===== config.mk =====
export PLATFORM = sky130hd
export DESIGN_NAME = pif_xi_seq
export DESIGN_NICKNAME = d
export VERILOG_FILES = /design/src/rtl/pif_xi_seq.sv
export SDC_FILE = /design/constraint.sdc
export NUM_CORES = 1
export LEC_CHECK = 0
export CORE_ASPECT_RATIO = 1.2
export CORE_MARGIN = 10
export CORE_UTILIZATION = 40
export DETAILED_ROUTE_END_ITERATION = 12
export PLACE_DENSITY = 0.76
export SLEW_MARGIN = 25
export SYNTH_ARGS = -nofsm -noshare
export SYNTH_HDL_FRONTEND = slang
export SYNTH_SLANG_ARGS = --single-unit

===== constraint.sdc =====
create_clock -name xclk -period 2.05 [get_ports xclk]
set_clock_uncertainty 0.2 [all_clocks]
set_input_delay 0.5125 -clock xclk [delete_from_list [all_inputs] [get_ports xclk]]
set_output_delay 0.5125 -clock xclk [all_outputs]
set_load 0.01 [all_outputs]

===== src/rtl/pif_xi_seq.sv =====
// pif_xi_seq: host-side sequencer between the I2C byte engine and the PIF
// register block. Turns host write bytes into an address/data pair with a
// single-clock write strobe, and turns read requests into latency-aligned
// XO captures with a stepping read sub-address.
module pif_xi_seq #(
  parameter int ADDR_W = 6,
  parameter int DATA_W = 6,
  parameter int SUBA_W = 7,
  parameter int RD_LAT = 2
) (
  input  logic              xclk,
  input  logic              sys_rst,
  input  logic              bus_start,
  input  logic              bus_stop,
  input  logic              wr_valid,
  input  logic [7:0]        wr_byte,
  input  logic              rd_req,
  input  logic              rd_done,
  output logic [7:0]        rd_data,
  output logic              rd_valid,
  output logic              err_overrun,
  output logic              XI_PWr,
  output logic [ADDR_W-1:0] XI_PRWA,
  output logic              XI_PRdFinished,
  output logic [SUBA_W-1:0] XI_PRdSubA,
  output logic [DATA_W-1:0] XI_PD,
  input  logic [7:0]        XO
);

  // Counter must hold RD_LAT; a zero latency still needs one bit.
  localparam int CNT_W = (RD_LAT < 1) ? 1 : $clog2(RD_LAT + 1);
  localparam logic [CNT_W-1:0] LAT_LOAD = CNT_W'(RD_LAT);

  typedef enum logic [2:0] {
    IDLE    = 3'd0,
    ADDR    = 3'd1,
    DATA    = 3'd2,
    RD_WAIT = 3'd3,
    RD_HOLD = 3'd4
  } state_t;

  state_t            state, state_next;
  logic [CNT_W-1:0]  cnt, cnt_next;
  logic [7:0]        rd_data_next;
  logic              rd_valid_next;
  logic              err_next;
  logic              pwr_next;
  logic [ADDR_W-1:0] prwa_next;
  logic              fin_next;
  logic [SUBA_W-1:0] suba_next;
  logic [DATA_W-1:0] pd_next;

  // State and every output are registered so the register block sees
  // glitch-free strobes and a stable address/data pair.
  always_ff @(posedge xclk) begin
    if (sys_rst) begin
      state          <= IDLE;
      cnt            <= '0;
      rd_data        <= '0;
      rd_valid       <= 1'b0;
      err_overrun    <= 1'b0;
      XI_PWr         <= 1'b0;
      XI_PRWA        <= '0;
      XI_PRdFinished <= 1'b0;
      XI_PRdSubA     <= '0;
      XI_PD          <= '0;
    end else begin
      state          <= state_next;
      cnt            <= cnt_next;
      rd_data        <= rd_data_next;
      rd_valid       <= rd_valid_next;
      err_overrun    <= err_next;
      XI_PWr         <= pwr_next;
      XI_PRWA        <= prwa_next;
      XI_PRdFinished <= fin_next;
      XI_PRdSubA     <= suba_next;
      XI_PD          <= pd_next;
    end
  end

  // Next-state logic: START beats STOP, STOP beats byte-level events, and
  // protocol errors only set the sticky flag without disturbing anything.
  always_comb begin
    state_next    = state;
    cnt_next      = cnt;
    rd_data_next  = rd_data;
    rd_valid_next = 1'b0;
    err_next      = err_overrun;
    pwr_next      = 1'b0;
    prwa_next     = XI_PRWA;
    fin_next      = 1'b0;
    suba_next     = XI_PRdSubA;
    pd_next       = XI_PD;

    if (bus_start) begin
      state_next = ADDR;
      suba_next  = '0;
      err_next   = 1'b0;
    end else if (bus_stop) begin
      state_next = IDLE;
    end else begin
      case (state)
        IDLE: begin
          // Not addressed: byte-level traffic is ignored.
        end
        ADDR, DATA: begin
          if (rd_done) err_next = 1'b1;
          if (rd_req) begin
            // Reads reuse whatever address is currently held.
            state_next = RD_WAIT;
            cnt_next   = LAT_LOAD;
          end else if (wr_valid) begin
            if (state == ADDR) begin
              prwa_next  = wr_byte[ADDR_W-1:0];
              state_next = DATA;
            end else begin
              pd_next  = wr_byte[DATA_W-1:0];
              pwr_next = 1'b1;
            end
          end
        end
        RD_WAIT: begin
          if (wr_valid || rd_req || rd_done) err_next = 1'b1;
          if (cnt == '0) begin
            rd_data_next  = XO;
            rd_valid_next = 1'b1;
            state_next    = RD_HOLD;
          end else begin
            cnt_next = cnt - CNT_W'(1);
          end
        end
        RD_HOLD: begin
          if (wr_valid || rd_req) err_next = 1'b1;
          if (rd_done) begin
            fin_next   = 1'b1;
            suba_next  = XI_PRdSubA + SUBA_W'(1);
            state_next = DATA;
          end
        end
        default: state_next = IDLE;
      endcase
    end
  end

endmodule


==> out/metrics.cfg, run 1 <==
[status]
status = complete, no violations

[synth]
synth_top_cell_by_area = dfxtp_1
synthCells = 163
synth_seq_area_share_pct = 47.84
ys_warn_count = 0
netlist.area_leader.share_pct = 47.84
syn_nets = 188
synth_edf_count = 0
ys_ff_latch = 36
ys_types = 33
synth.top_cells.by_area = dfxtp_1 48%, mux2i_1 14%, nor2_1 8.5%
ys_dominant_reg_cell = dfxtp_1
syn_avg_cell_area_um2 = 9.242
async_reset_ff_share_pct = 0
syn_area_mm2 = 0.001506

[clock_network]
worstSkewPairLatency_ns = 0.30
cts.path.max_buffers = 2
cts_tree = built
numCtsBuffers = 5
clk_pin_slew_ns = 0.08
clkSinkCount = 36
hold_buffers = 0
cts-root-buf = clkbuf_8
htree_levels = 2

[hold_path]
min_from = rd_data[3]
hold_class = reg2reg
min_to = rd_data[3]
min_path_cells = 2

[sta]
fin_crit_sh_pct = 96.81
slew_violations = 0
hold_violations = 0
holdWs_ns = 0.2964
period_needed_ns = 1.985
tightest_slew_ns = 0.2993
rsz0062_at_grt = false
setup_viol = 0
clock.fmax_mhz = 503.9
relSlewSlack_pct = 79.53

[setup_path]
worstRegToRegCells = 6
cp-start-kind = input pin
cp-end-kind = flop
rrSetupSlack_ns = 0.36
crit_path_max_fanout = 7
cp.required_ns = 2.04
r2r_start = cnt[0]
worstReg2RegEnd = state[1]
crit_type = in2reg
worstPathArrival_ns = 1.97

[power_and_ir_drop]
worst_ir_drop_vdd_mv = 0.4807
p_switching_uw = 327.3
switching_share_pct = 23.96
power_frac_seq_pct = 51.7
clock_power_share_pct = 40.5
p_leak_uw = 0.0009485
powerDensity_mw_per_mm2 = 611.9
power.internal_uw = 1039
pwr-share-comb_pct = 7.9

[cells_and_area]
syn_to_final_growth_pct = 48.17
stdcell_count = 274
layout-drive-gt1-share_pct = 13.51
nNetsFinal = 246
antennaDiodeCount = 0
num-fill-cells = 319

[detailed_routing]
drt_iter0_drc = 48
wl_um = 3728
routedWlPerCell_um = 13.61
viasPerCell = 4.796
num_vias = 1314
firstDrtPassIters = 4
antenna_left = 0
route.detailed.drc = 0

[global_routing]
use_met3_pct = 8.471
grt_pass1_vias = 1414
grt_max_degree = 26
grtUsageMet1_pct = 11.55
grt_pass1_wl_um = 6368
overflow = 0
grt_busiest_layer = met2
grt_usage_pct = 11.66
grt_util_met2_pct = 18.65
antenna_found_initial = 0

[floorplanning]
io-pin-count = 54
die_area_mm2 = 0.006631
start_util_pct = 41.46
coreArea_mm2 = 0.003633
num_rows = 24
die_x_um = 76.02
die_h_um = 87.23

[placed_design]
dp_cells = 267
portBuffers = 51
place.gp.congestion = 0.7508
hpwl_um = 2761

[job]
drv_cap = 0

[cells in the final DEF (no fill, tap or decap), types with 2 or more instances in the layout]
cell type	instances
inv_1	5
buf_4	9
o21ai_0	4
nor2b_1	2
nor4_2	2
ha_1	2
mux2i_1	21
dfxtp_1	36
clkdlybuf4s50_1	47
nor3_1	7
buf_2	3
or4b_4	2
nand3_1	4
nand2_1	5
nor2_1	34
xnor2_1	6
clkbuf_8	6
a21oi_1	6
[timing repair]
action,CTS,global route
endpoints found under the setup margin,13,8
resized for setup,20,3
buffers inserted,0,0
endpoints found under the hold margin,0,0
pin swaps,4,1
[cells in the mapped netlist, types with 2 or more instances]
| library cell | number |
|---|---|
| dfxtp_1 | 36 |
| nor2_1 | 34 |
| mux2i_1 | 21 |
| clkbuf_1 | 8 |
| nor3_1 | 7 |
| a21oi_1 | 6 |
| xnor2_1 | 6 |
| inv_1 | 5 |
| nand2_1 | 5 |
| nand3_1 | 4 |
| o21ai_0 | 4 |
| nor4_1 | 3 |
| ha_1 | 2 |
| nor2b_1 | 2 |
| or4b_1 | 2 |
[cell families (layout without fill, tap and decap cells)]
group                    Yosys count  in the layout  synth area share (%)
AO/OA/AOI/OAI                     17             17                 7.144
XOR/XNOR                           7              7                 4.070
adder cells (fa/ha/maj)            2              2                 1.661
buffers and inverters             15             74                 4.070
flip-flops                        36             36                 47.84
multiplexers                      22             22                 14.70
AND/OR/NAND/NOR                   64             64                 20.52
[power by group through the flow]
stage / registers (uW) / logic (uW) / clock network (uW)
2_1_floorplan: 723 / 40.0 / 0
3_3_place_gp: 722 / 108 / 0
3_5_place_dp: 722 / 108 / 0
4_1_cts: 706 / 107 / 557
5_1_grt: 707 / 117 / 587
6_report: 706 / 107 / 553
[cell type report]
cell class	count	area [um^2]	area share [%]
multi-input cells	112	747.0	33.46
flip-flops and latches	36	720.7	32.29
repair buffers	61	584.3	26.18
clock buffers	6	82.58	3.700
well taps	52	65.06	2.915
inverters	5	18.77	0.8408
clock inverters	2	13.76	0.6166
[metal layers]
metal	part of all wire (%)	up-vias
met1	40	596
li1	-	667
met3	13	7
met2	45	44
met4	1.4	0
met5	0	-
[stage by stage]
stage | instance area, um^2 | utilization (%) | setup WS [ns] | total power, uW | setup TNS [ns]
2_1_floorplan | 1516 | - | -0.1124 | 763.3 | -1.257
3_3_place_gp | 2135 | 58.75 | -0.6323 | 830.4 | -9.281
3_5_place_dp | 2135 | 58.75 | -0.6476 | 830.8 | -9.414
4_1_cts | 2228 | 61.33 | -0.02959 | 1370 | -0.05636
6_report | 2232 | 61.43 | 0.06537 | 1366 | 0
5_1_grt | 2232 | 61.43 | 0.006072 | 1411 | 0
[worst max-delay path, cell delays in order]
cell,delay (ns)
buf_6,0.09
or4b_4,0.53
or4b_4,0.58
mux2i_1,0.19
nor2_1,0.06
[state kept, by name (all words and copies together) (netlist names)]
signal          count
rd_data             8
XI_PRdSubA          7
XI_PRWA             6
XI_PWr              1
XI_PD               6
rd_valid            1
err_overrun         1
state               3
cnt                 2
XI_PRdFinished      1
[how the worst max path moves through the flow]
stage / start / endpoint / slack [ns] / cells past startpoint
final: bus_stop / XI_PD[0] / 0.07 / 5
after global routing: bus_start / XI_PD[0] / 0.006 / 5
after CTS: bus_stop / XI_PD[0] / -0.03 / 6
after detailed placement: bus_start / XI_PD[0] / -0.65 / 6
after global placement: bus_start / XI_PD[5] / -0.63 / 6
after floorplan: bus_start / XI_PD[0] / -0.11 / 5
No activity file was read; power rests on OpenSTA's default activity.
==> inputs of run 2 (changes only) <==
--- a/config.mk
+++ b/config.mk
@@ -5,6 +5,7 @@
 export SDC_FILE = /design/constraint.sdc
 export NUM_CORES = 1
 export LEC_CHECK = 0
+export ABC_CLOCK_PERIOD_IN_PS = 2050
 export CORE_ASPECT_RATIO = 1.2
 export CORE_MARGIN = 10
 export CORE_UTILIZATION = 40
==> results of run 2 <==
Final layout, timing and power as in run 1 (identical DEF).
==> inputs of run 3 (changes only) <==
--- a/config.mk
+++ b/config.mk
@@ -6,11 +6,11 @@
 export NUM_CORES = 1
 export LEC_CHECK = 0
 export ABC_CLOCK_PERIOD_IN_PS = 2050
-export CORE_ASPECT_RATIO = 1.2
 export CORE_MARGIN = 10
 export CORE_UTILIZATION = 40
 export DETAILED_ROUTE_END_ITERATION = 12
 export PLACE_DENSITY = 0.76
+export SETUP_SLACK_MARGIN = 0.1
 export SLEW_MARGIN = 25
 export SYNTH_ARGS = -nofsm -noshare
 export SYNTH_HDL_FRONTEND = slang
==> run 3 against run 2 <==
  * Combinational power hardly changed
  * Global-route usage is 0.55 points higher
  * Largest cell class unchanged
  * Highest routed layer unchanged
  * Count of clock-buffer cells in the layout stayed put
  * Via count is 1.2% higher
  * Sequential share of layout area is 0.81 points lower
  * Wire length is 1.0% higher
  * Setup slack worse by 0.11 ns
  * Fmax is 5.1% lower
  * The flow now finishes with violations (setup timing)
==> out/metrics.cfg, run 3 (same netlist as run 1, synthesis figures left out) <==
[status]
status = finished with violations
violations = setup timing

[setup_path]
cp.required_ns = 2.02  ; -0.02 ns
worstRegToRegCells = 4  ; -2
cp_slowest_cell = or4b_4
cp-start-kind = input pin
crit_chain = buf_6 -> or4b_4 -> or4b_4 -> buf_8 -> mux2i_1 -> nor2_1
worstPathArrival_ns = 2.06  ; +0.09 ns
cp-end-kind = flop
r2r_start = state[1]
cp-endpoint = XI_PD[2]
cp-startpoint = rd_req
crit_cells = 6  ; +1
critPathBufInv = 2  ; +1
crit_type = in2reg
path_delay_family = simple AND/OR/NAND/NOR gates
crit_path_max_fanout = 7  ; unchanged
max_stage_delay_ns = 0.54  ; -0.04 ns
worstReg2RegEnd = XI_PD[2]
crit_top_cell = or4b_4
rrSetupSlack_ns = 0.33  ; -0.03 ns

[cells_and_area]
final_common_cell = dfxtp_1
most-common-layout-cells = 36 x dfxtp_1, 34 x nor2_1, 33 x clkdlybuf4s50_1
layout-drive-gt1-share_pct = 14.67  ; +1.2 points
top_regs = rd_data (8), XI_PRdSubA (7)
nNetsFinal = 249  ; +1.2%
top_register = rd_data
syn_to_final_growth_pct = 51.99
largest_reg_flops = 8  ; unchanged
antennaDiodeCount = 0  ; unchanged

[sta]
period_needed_ns = 2.091  ; +0.1067 ns
setup_viol = 6  ; +6
holdWs_ns = 0.2948  ; -0.001586 ns
relSlewSlack_pct = 79.06  ; -0.47 points
hold_violations = 0  ; unchanged
rsz0062_at_grt = true
fin_ws_ns = -0.04133  ; -0.1067 ns
fin_crit_sh_pct = 102.0  ; +5.2 points
slew_violations = 0  ; unchanged
clock.fmax_mhz = 478.2  ; -5.1%
tightest_slew_ns = 0.3063  ; +0.006911 ns

[power_and_ir_drop]
worst_ir_drop_vdd_mv = 0.4694  ; -2.3%
power_frac_seq_pct = 53.2  ; +1.5 points
clock_power_share_pct = 38.6  ; -1.9 points
power_uw = 1330  ; -2.6%
powerDensity_mw_per_mm2 = 581.0  ; -5.0%
switching_share_pct = 22.22  ; -1.7 points
pwr-share-comb_pct = 8.2  ; +0.3 points
power.internal_uw = 1035  ; -0.36%
p_leak_uw = 0.001172  ; +24%
p_switching_uw = 295.6  ; -9.7%

[global_routing]
overflow = 0  ; unchanged
grt_pass1_vias = 1337  ; -5.4%
grt_usage_pct = 12.20  ; +0.55 points
grt_max_degree = 26  ; unchanged
grt_pass1_wl_um = 6320  ; -0.75%
antenna_found_initial = 0  ; unchanged

[hold_path]
hold_class = reg2reg
min_path_cells = 2  ; unchanged

[placed_design]
place.gp.congestion = 0.7643  ; +1.8%
portBuffers = 51  ; unchanged
hpwl_um = 2778  ; +0.62%

[clock_network]
hold_buffers = 0  ; unchanged
cts_tree = built
worstSkewPairLatency_ns = 0.28  ; -0.02 ns
cts.path.max_buffers = 2  ; unchanged
numCtsBuffers = 5  ; unchanged
cts-root-buf = clkbuf_8
clk_pin_slew_ns = 0.07  ; about the same
clkSinkCount = 36  ; unchanged
htree_levels = 2  ; unchanged

[detailed_routing]
wl_um = 3767  ; +1.0%
firstDrtPassIters = 4  ; unchanged
routedWlPerCell_um = 13.80  ; +1.4%
viasPerCell = 4.872  ; +1.6%
num_vias = 1330  ; +1.2%
antenna_left = 0  ; unchanged
route.detailed.drc = 0  ; unchanged
drt_iter0_drc = 81  ; +69%

[floorplanning]
io-pin-count = 54  ; unchanged
coreArea_mm2 = 0.003661  ; +0.76%
die_area_mm2 = 0.006621  ; -0.15%
die_h_um = 81.37  ; -6.7%
die_x_um = 81.37  ; +7.0%
num_rows = 22  ; -8.3%
start_util_pct = 41.15  ; -0.31 points

[job]
drv_cap = 0  ; unchanged

run 3: per-layer routing:
metal	part of all wire, %	global-route usage [%]	up-vias
li1	-	-	679
met1	39	13.00	606
met2	46	18.33	39
met3	14	9.492	6
met4	1.2	3.633	0
met5	0	0	-
run 3: how the worst min path moves through the flow:
stage                     startpoint          to  slack, ns
after floorplan               cnt[0]      cnt[0]       0.27
after global placement      XI_PD[2]    XI_PD[2]       0.27
after detailed placement  rd_data[0]  rd_data[0]       0.29
after CTS                     cnt[0]      cnt[0]       0.30
after global routing      rd_data[3]  rd_data[3]       0.34
final                     XI_PRWA[3]  XI_PRWA[3]       0.29
run 3: area by class of cell:
cell class              instances  area [um^2]
clock buffers                   6        82.58
clock inverters                 2        10.01
fillers                       305         1371
inverters                       5        18.77
multi-input cells             112        757.0
flip-flops and latches         36        720.7
well taps                      48        60.06
repair buffers                 64        640.6
run 3: through the flow:
| stage | util, % | area (um^2) | TNS [ns] | worst slack, ns | instances |
|---|---|---|---|---|---|
| 3_5_place_dp | 58.17 | 2130 | -9.664 | -0.6586 | 263 |
| 6_report | 62.54 | 2290 | -0.1324 | -0.04133 | 273 |
| 2_1_floorplan | - | 1516 | -1.257 | -0.1124 | 163 |
| 3_3_place_gp | 58.17 | 2130 | -9.541 | -0.6294 | 263 |
| 5_1_grt | 62.54 | 2290 | -0.3088 | -0.07451 | 273 |
| 4_1_cts | 61.48 | 2251 | -0.04967 | -0.02800 | 272 |
run 3: timing repair:
action | in CTS | in global routing
setup endpoints to repair | 18 | 22
pin swaps | 6 | 6
setup buffers | 1 | 1
resized for setup | 28 | 11
run 3: power groups by stage:
stage          Sequential, uW  Combinational [uW]  Clock, uW
2_1_floorplan             723                40.0          0
5_1_grt                   709                 118        569
4_1_cts                   708                 107        527
3_3_place_gp              724                 104          0
3_5_place_dp              724                 104          0
6_report                  708                 109        513
run 3: worst register-to-register path: cells and delay by family (launching register included):
kind | cells | cell delay (ns)
buffers and inverters | 1 | 0.16
flip-flops | 1 | 0.51
multiplexers | 1 | 0.16
AND/OR/NAND/NOR | 2 | 0.58
==> RTL edit 1, RTL diff (settings of run 2) <==
Put one more register stage on the output `XI_PRdSubA`. The value now appears one clock later. The other outputs are not delayed to match.
--- a/src/rtl/pif_xi_seq.sv
+++ b/src/rtl/pif_xi_seq.sv
@@ -39,6 +39,8 @@
     RD_HOLD = 3'd4
   } state_t;
 
+  logic [SUBA_W-1:0] XI_PRdSubA_s0;
+
   state_t            state, state_next;
   logic [CNT_W-1:0]  cnt, cnt_next;
   logic [7:0]        rd_data_next;
@@ -62,7 +64,7 @@
       XI_PWr         <= 1'b0;
       XI_PRWA        <= '0;
       XI_PRdFinished <= 1'b0;
-      XI_PRdSubA     <= '0;
+      XI_PRdSubA_s0  <= '0;
       XI_PD          <= '0;
     end else begin
       state          <= state_next;
@@ -73,7 +75,7 @@
       XI_PWr         <= pwr_next;
       XI_PRWA        <= prwa_next;
       XI_PRdFinished <= fin_next;
-      XI_PRdSubA     <= suba_next;
+      XI_PRdSubA_s0  <= suba_next;
       XI_PD          <= pd_next;
     end
   end
@@ -89,7 +91,7 @@
     pwr_next      = 1'b0;
     prwa_next     = XI_PRWA;
     fin_next      = 1'b0;
-    suba_next     = XI_PRdSubA;
+    suba_next     = XI_PRdSubA_s0;
     pd_next       = XI_PD;
 
     if (bus_start) begin
@@ -133,7 +135,7 @@
           if (wr_valid || rd_req) err_next = 1'b1;
           if (rd_done) begin
             fin_next   = 1'b1;
-            suba_next  = XI_PRdSubA + SUBA_W'(1);
+            suba_next  = XI_PRdSubA_s0 + SUBA_W'(1);
             state_next = DATA;
           end
         end
@@ -142,5 +144,9 @@
     end
   end
 
+  always_ff @(posedge xclk) begin
+    XI_PRdSubA <= XI_PRdSubA_s0;
+  end
+
 endmodule
 
Check against the original RTL: not equivalent (Yosys sat finds a counterexample within 10 cycles, from zero or initial values and one cycle with sys_rst high).
==> RTL edit 1 against run 2 <==
  * Wire length grew 15%
  * Sequential share of layout area grew 0.76 points
  * Final area grew 17%
  * Synthesized area grew 20%
  * Utilization shrank 1.2 points
  * Synthesized cell count grew 22%
  * Highest routed layer unchanged
  * Combinational power grew 16%
  * Worst setup slack gained 0.031 ns
  * Critical path type unchanged
  * Sequential cell count grew 7
  * Power grew 30%
==> RTL edit 1: results (changes against run 2) <==
.. list-table::
   :header-rows: 1

   * - Metric
     - Value
   * - Hold WC Path Type
     - reg2reg
   * - Synthesized Nets
     - 224 (+19%)
   * - Post-Synthesis Mean Instance Area
     - 9.11 um^2 (-1.4%)
   * - Cell at the root of the clock tree
     - clkbuf_8
   * - Seq/Total Area, Yosys
     - 0.475 (-0.00360)
   * - Maximum number of pins on one net before global-route repair
     - 38 (+46%)
   * - Total clock buffers created by CTS
     - 5 (unchanged)
   * - Count of distinct cell types in the synthesized netlist
     - 39 (+18%)
   * - FF-to-FF End
     - XI_PRdSubA_s0[4]
   * - Clock insertion delay at the later pin of the skew report
     - 0.30 ns (about the same)
   * - Placed cell count
     - 309 (+16%)
   * - Starting DRT DRC Count
     - 62 (+29%)
   * - Async set-reset flop share out of synthesis
     - 0 (unchanged)
   * - Max FO, Critical Path
     - 3 (-4)
   * - Worst Hold Launch
     - XI_PRdSubA_s0[6]
   * - # H-tree levels
     - 2 (unchanged)
   * - Synth warnings
     - 0 (unchanged)
   * - Leading post-synthesis cells by cell area
     - dfxtp_1 (47%), mux2i_1 (13%), nand2_1 (8.5%)
   * - Worst Reg2Reg Path Length in Cells
     - 4 (-2)
   * - Fin nets
     - 285 (+16%)
   * - Global-route wire length before repair
     - 7100 um (+11%)
   * - Overall fraction of global-route tracks in use
     - 0.117 (+0.000263)
   * - Worst-case vdd ir drop
     - 0.376 mV (-22%)
   * - Cell-internal power
     - 1.40 mW (+35%)
   * - Stage delay of the slowest cell on the critical path
     - 0.53 ns (-0.05 ns)
   * - Transition time at the pin with the least slew margin
     - 0.549 ns (+0.250 ns)
   * - Reported leakage power
     - 0.974 nW (+2.7%)
   * - Ranking of synthesized cells by instance count
     - dfxtp_1 (43), nand2_1 (41), mux2i_1 (24)
   * - Mean routed wirelength per cell
     - 13.5 um (-0.51%)
   * - Capture endpoint of the worst hold path
     - XI_PRdSubA[6]
   * - Cell type of the slowest stage on the worst timing path
     - or4_4
   * - Arrival time worst endpoint
     - 1.95 ns (-0.02 ns)
   * - Critical R2R Launch
     - state[0]
   * - Flop2flop setup slack
     - 0.33 ns (-0.03 ns)
   * - Registers with the most flip-flops
     - rd_data x8, XI_PRdSubA x7, XI_PRdSubA_s0 x7
   * - Via count of the first global-routing pass
     - 1551 (+9.7%)
   * - Port Buffers
     - 51 (unchanged)
   * - Cell depth of the worst hold path
     - 0 (-2)
   * - Clock Pin Slew Worst Setup and Hold Paths
     - 0.09 ns
   * - Number of antenna diodes
     - 0 (unchanged)
   * - Layout cell share with drive strength beyond 1
     - 0.119 (-0.0164)
   * - Status
     - finished clean
   * - Via/cell ratio
     - 4.92 (+2.6%)
   * - Worst setup SP type
     - input pin
   * - Detailed-placement wirelength estimate
     - 3270 um (+19%)
   * - Final wirelength
     - 4290 um (+15%)
   * - Placer's final routability congestion estimate
     - 0.818 (+8.9%)
[RTL edit 1: worst max-delay path: cells and delay by family]
family,cells,cell delay (ns)
buffers and inverters,1,0.42
muxes,1,0.14
and+or+nand+nor,2,0.88
[RTL edit 1: kinds of logic after synthesis]
group | count (synthesis) | synth area share
compound gates | 25 | 0.0925
xor+xnor | 1 | 0.00483
fa+ha+maj | 2 | 0.0138
buf+inv | 22 | 0.0511
flops | 43 | 0.475
mux | 24 | 0.133
simple gates | 82 | 0.230
[RTL edit 1: power groups by stage]
stage	Combinational [mW]	Clock, mW	Sequential [mW]
finish	0.124	0.804	0.845
global route	0.137	0.850	0.846
CTS	0.126	0.825	0.844
detailed placement	0.125	0	0.864
global placement	0.124	0	0.864
floorplan	0.0612	0	0.860
[RTL edit 1: layout make-up]
type / count / area [um^2]
clock buffers: 5 / 68.8
clock inverters: 3 / 71.3
fillers: 366 / 1720
inverters: 8 / 30.0
multi-input cells: 134 / 863
flip-flops and latches: 43 / 861
well taps: 56 / 70.1
repair buffers: 68 / 641
[RTL edit 1: how the worst max path moves through the flow]
stage                 endpoint  slack, ns  cells after the start
finish              XI_PRWA[1]        0.1                      4
global route        XI_PRWA[5]       0.06                      4
CTS                 XI_PRWA[1]       0.01                      4
detailed placement  XI_PRWA[0]      -0.39                      4
global placement    XI_PRWA[1]      -0.37                      4
floorplan           XI_PRWA[0]      0.003                      5
[RTL edit 1: metal layers]
| layer | GRT usage | routed length [um] | up-vias |
|---|---|---|---|
| met4 | 0.0607 | 91 | 0 |
| met2 | 0.182 | 1890 | 45 |
| li1 | - | - | 808 |
| met3 | 0.0728 | 559 | 8 |
| met5 | 0 | 0 | - |
| met1 | 0.118 | 1750 | 698 |
[RTL edit 1: timing repair]
action,in CTS,in global routing
buffers inserted,0,0
endpoints found under the setup margin,3,3
gates resized for setup,1,1
hold buffers,0,0
[RTL edit 1: through the flow]
| stage | utilization | setup slack [ns] | hold WS, ns | instance area [um^2] | total power [mW] |
|---|---|---|---|---|---|
| after floorplan | - | 0.00272 | 0.145 | 1820 | 0.922 |
| after global placement | 0.568 | -0.374 | 0.157 | 2460 | 0.988 |
| after detailed placement | 0.568 | -0.387 | 0.164 | 2460 | 0.989 |
| after CTS | 0.602 | 0.0146 | 0.176 | 2600 | 1.80 |
| after global routing | 0.602 | 0.0601 | 0.198 | 2610 | 1.83 |
| final | 0.602 | 0.0960 | 0.173 | 2610 | 1.77 |
==> RTL edit 2, RTL diff (settings of run 2) <==
Without the edit above. `DATA_W`: 6 -> 5.
--- a/src/rtl/pif_xi_seq.sv
+++ b/src/rtl/pif_xi_seq.sv
@@ -4,7 +4,7 @@
 // XO captures with a stepping read sub-address.
 module pif_xi_seq #(
   parameter int ADDR_W = 6,
-  parameter int DATA_W = 6,
+  parameter int DATA_W = 5,
   parameter int SUBA_W = 7,
   parameter int RD_LAT = 2
 ) (
Ports: changed (resized XI_PD); port bits go from 54 to 53. No check against the original RTL was run, so the function may have changed too.
==> RTL edit 2 against run 2 <==
  * Final area down 0.17%
  * Final cell count fell by 1.1%
  * Synthesized area fell by 0.83%
  * Sequential cell count fell by 1
  * Wire length shrank 3.0%
  * Critical path depth down 4
  * Worst setup slack better by 0.023 ns
  * Power rose by 5.3%
  * Largest cell class unchanged
==> RTL edit 2: results (changes against run 2) <==
.. list-table::
   :header-rows: 1

   * - Metric
     - Value
   * - Number of storage elements in the synthesis netlist
     - 35 (-2.8%)
   * - Inverters
     - 4 (-1)
   * - Count of distinct cell types in the synthesized netlist
     - 34 (+3.0%)
   * - Synthesized Nets
     - 182 (-3.2%)
   * - Cell depth of the worst hold path
     - 1 (-1)
   * - Fin nets
     - 243 (-1.2%)
   * - Status
     - finished clean
   * - Met3 routing resource usage after global routing
     - 0.0594 (-0.0254)
   * - Overall fraction of global-route tracks in use
     - 0.118 (+0.00119)
   * - Global-route wire length before repair
     - 6000 um (-5.7%)
   * - Seq/Total Area, Yosys
     - 0.469 (-0.00939)
   * - Placer's final routability congestion estimate
     - 0.759 (+1.1%)
   * - Critical R2R Launch
     - state[0]
   * - Top cell family by delay on the critical path
     - buffers and inverters
   * - Port Buffers
     - 50 (-2.0%)
   * - Leading post-synthesis cells by cell area
     - dfxtp_1 (47%), mux2i_1 (13%), nor2_1 (8.5%)
   * - Via/cell ratio
     - 4.69 (-2.2%)
   * - Fillers
     - 309 (-3.1%)
   * - GRT met1 Usage
     - 0.134 (+0.0181)
   * - Total power divided by cell area
     - 646 mW/mm^2 (+5.5%)
   * - Multi-input logic portion of the cell area
     - 0.328 (-0.00617)
   * - Worst setup endpoint
     - XI_PRdSubA[3]
   * - Clock insertion delay at the later pin of the skew report
     - 0.28 ns (-0.02 ns)
   * - Register Area
     - 701 um^2 (-2.8%)
   * - Worst Setup SP
     - XI_PRdSubA[3]
   * - Via count of the first global-routing pass
     - 1266 (-10%)
   * - Final wirelength
     - 3620 um (-3.0%)
   * - Transition time at the pin with the least slew margin
     - 0.327 ns (+0.0275 ns)
   * - Worst Reg2Reg Path Length in Cells
     - 5 (-1)
   * - Reported leakage power
     - 0.963 nW (+1.5%)
   * - Clock network area share
     - 0.0528 (+0.00962)
   * - Placed cell area
     - 0.00211 mm^2 (-1.1%)
   * - Ranking of synthesized cells by instance count
     - dfxtp_1 (35), nor2_1 (34), mux2i_1 (20)
   * - Registers with the most flip-flops
     - rd_data x8, XI_PRdSubA x7, XI_PRWA x6
   * - FF-to-FF End
     - rd_data[7]
   * - Non-clk buf share
     - 0.268 (+0.00662)
   * - Number of combinational gates with multiple inputs
     - 109 (-2.7%)
   * - Worst-case vdd ir drop
     - 0.595 mV (+24%)
   * - Capture endpoint of the worst hold path
     - cnt[0]
   * - Resized Gates After CTS
     - 0 (-100%)
[RTL edit 2: cell types whose count changed in the layout (fill, tap and decap cells not counted), sizes merged, moves of 2 or more]
| cell | change |
|---|---|
| a211oi | +3 |
| clkdlybuf4s50 | +3 |
| a21oi | -2 |
| inv | -2 |
| nand2b | +2 |
| nand4b | +2 |
| o21a | +2 |
| o21ai | -2 |
| or4b | -2 |
[RTL edit 2: metrics by stage]
stage | hold WS (ns) | power, mW | TNS, ns | std cells
floorplan | 0.237 | 0.753 | 0 | 157
global placement | 0.254 | 0.821 | -1.15 | 263
detailed placement | 0.259 | 0.823 | -1.23 | 263
CTS | 0.276 | 1.45 | 0 | 271
global route | 0.306 | 1.49 | 0 | 271
finish | 0.269 | 1.44 | 0 | 271
[RTL edit 2: kinds of logic (layout without fill, tap and decap cells)]
group | after synthesis | after routing | share of synthesized area
DFF | 35 | 35 | 0.469
xor gates and xnor gates | 6 | 6 | 0.0352
AOI/OAI and AO/OA | 16 | 16 | 0.0745
adders and majority gates | 3 | 3 | 0.0234
and+or+nand+nor | 64 | 64 | 0.223
muxes | 20 | 20 | 0.134
buffers and inverters | 13 | 75 | 0.0410
[RTL edit 2: power by group]
| group | internal (mW) | switching (mW) | leakage (nW) | total [mW] |
|---|---|---|---|---|
| Clock | 0.393 | 0.239 | 0.0612 | 0.632 |
| Sequential | 0.684 | 0.00602 | 0.282 | 0.690 |
| Combinational | 0.0679 | 0.0482 | 0.619 | 0.116 |
| Total | 1.15 | 0.293 | 0.963 | 1.44 |
[RTL edit 2: per-layer routing]
metal | vias to the layer above | share of wire
li1 | 661 | -
met2 | 39 | 0.47
met3 | 5 | 0.10
met4 | 0 | 0.020
met5 | - | 0
met1 | 566 | 0.41
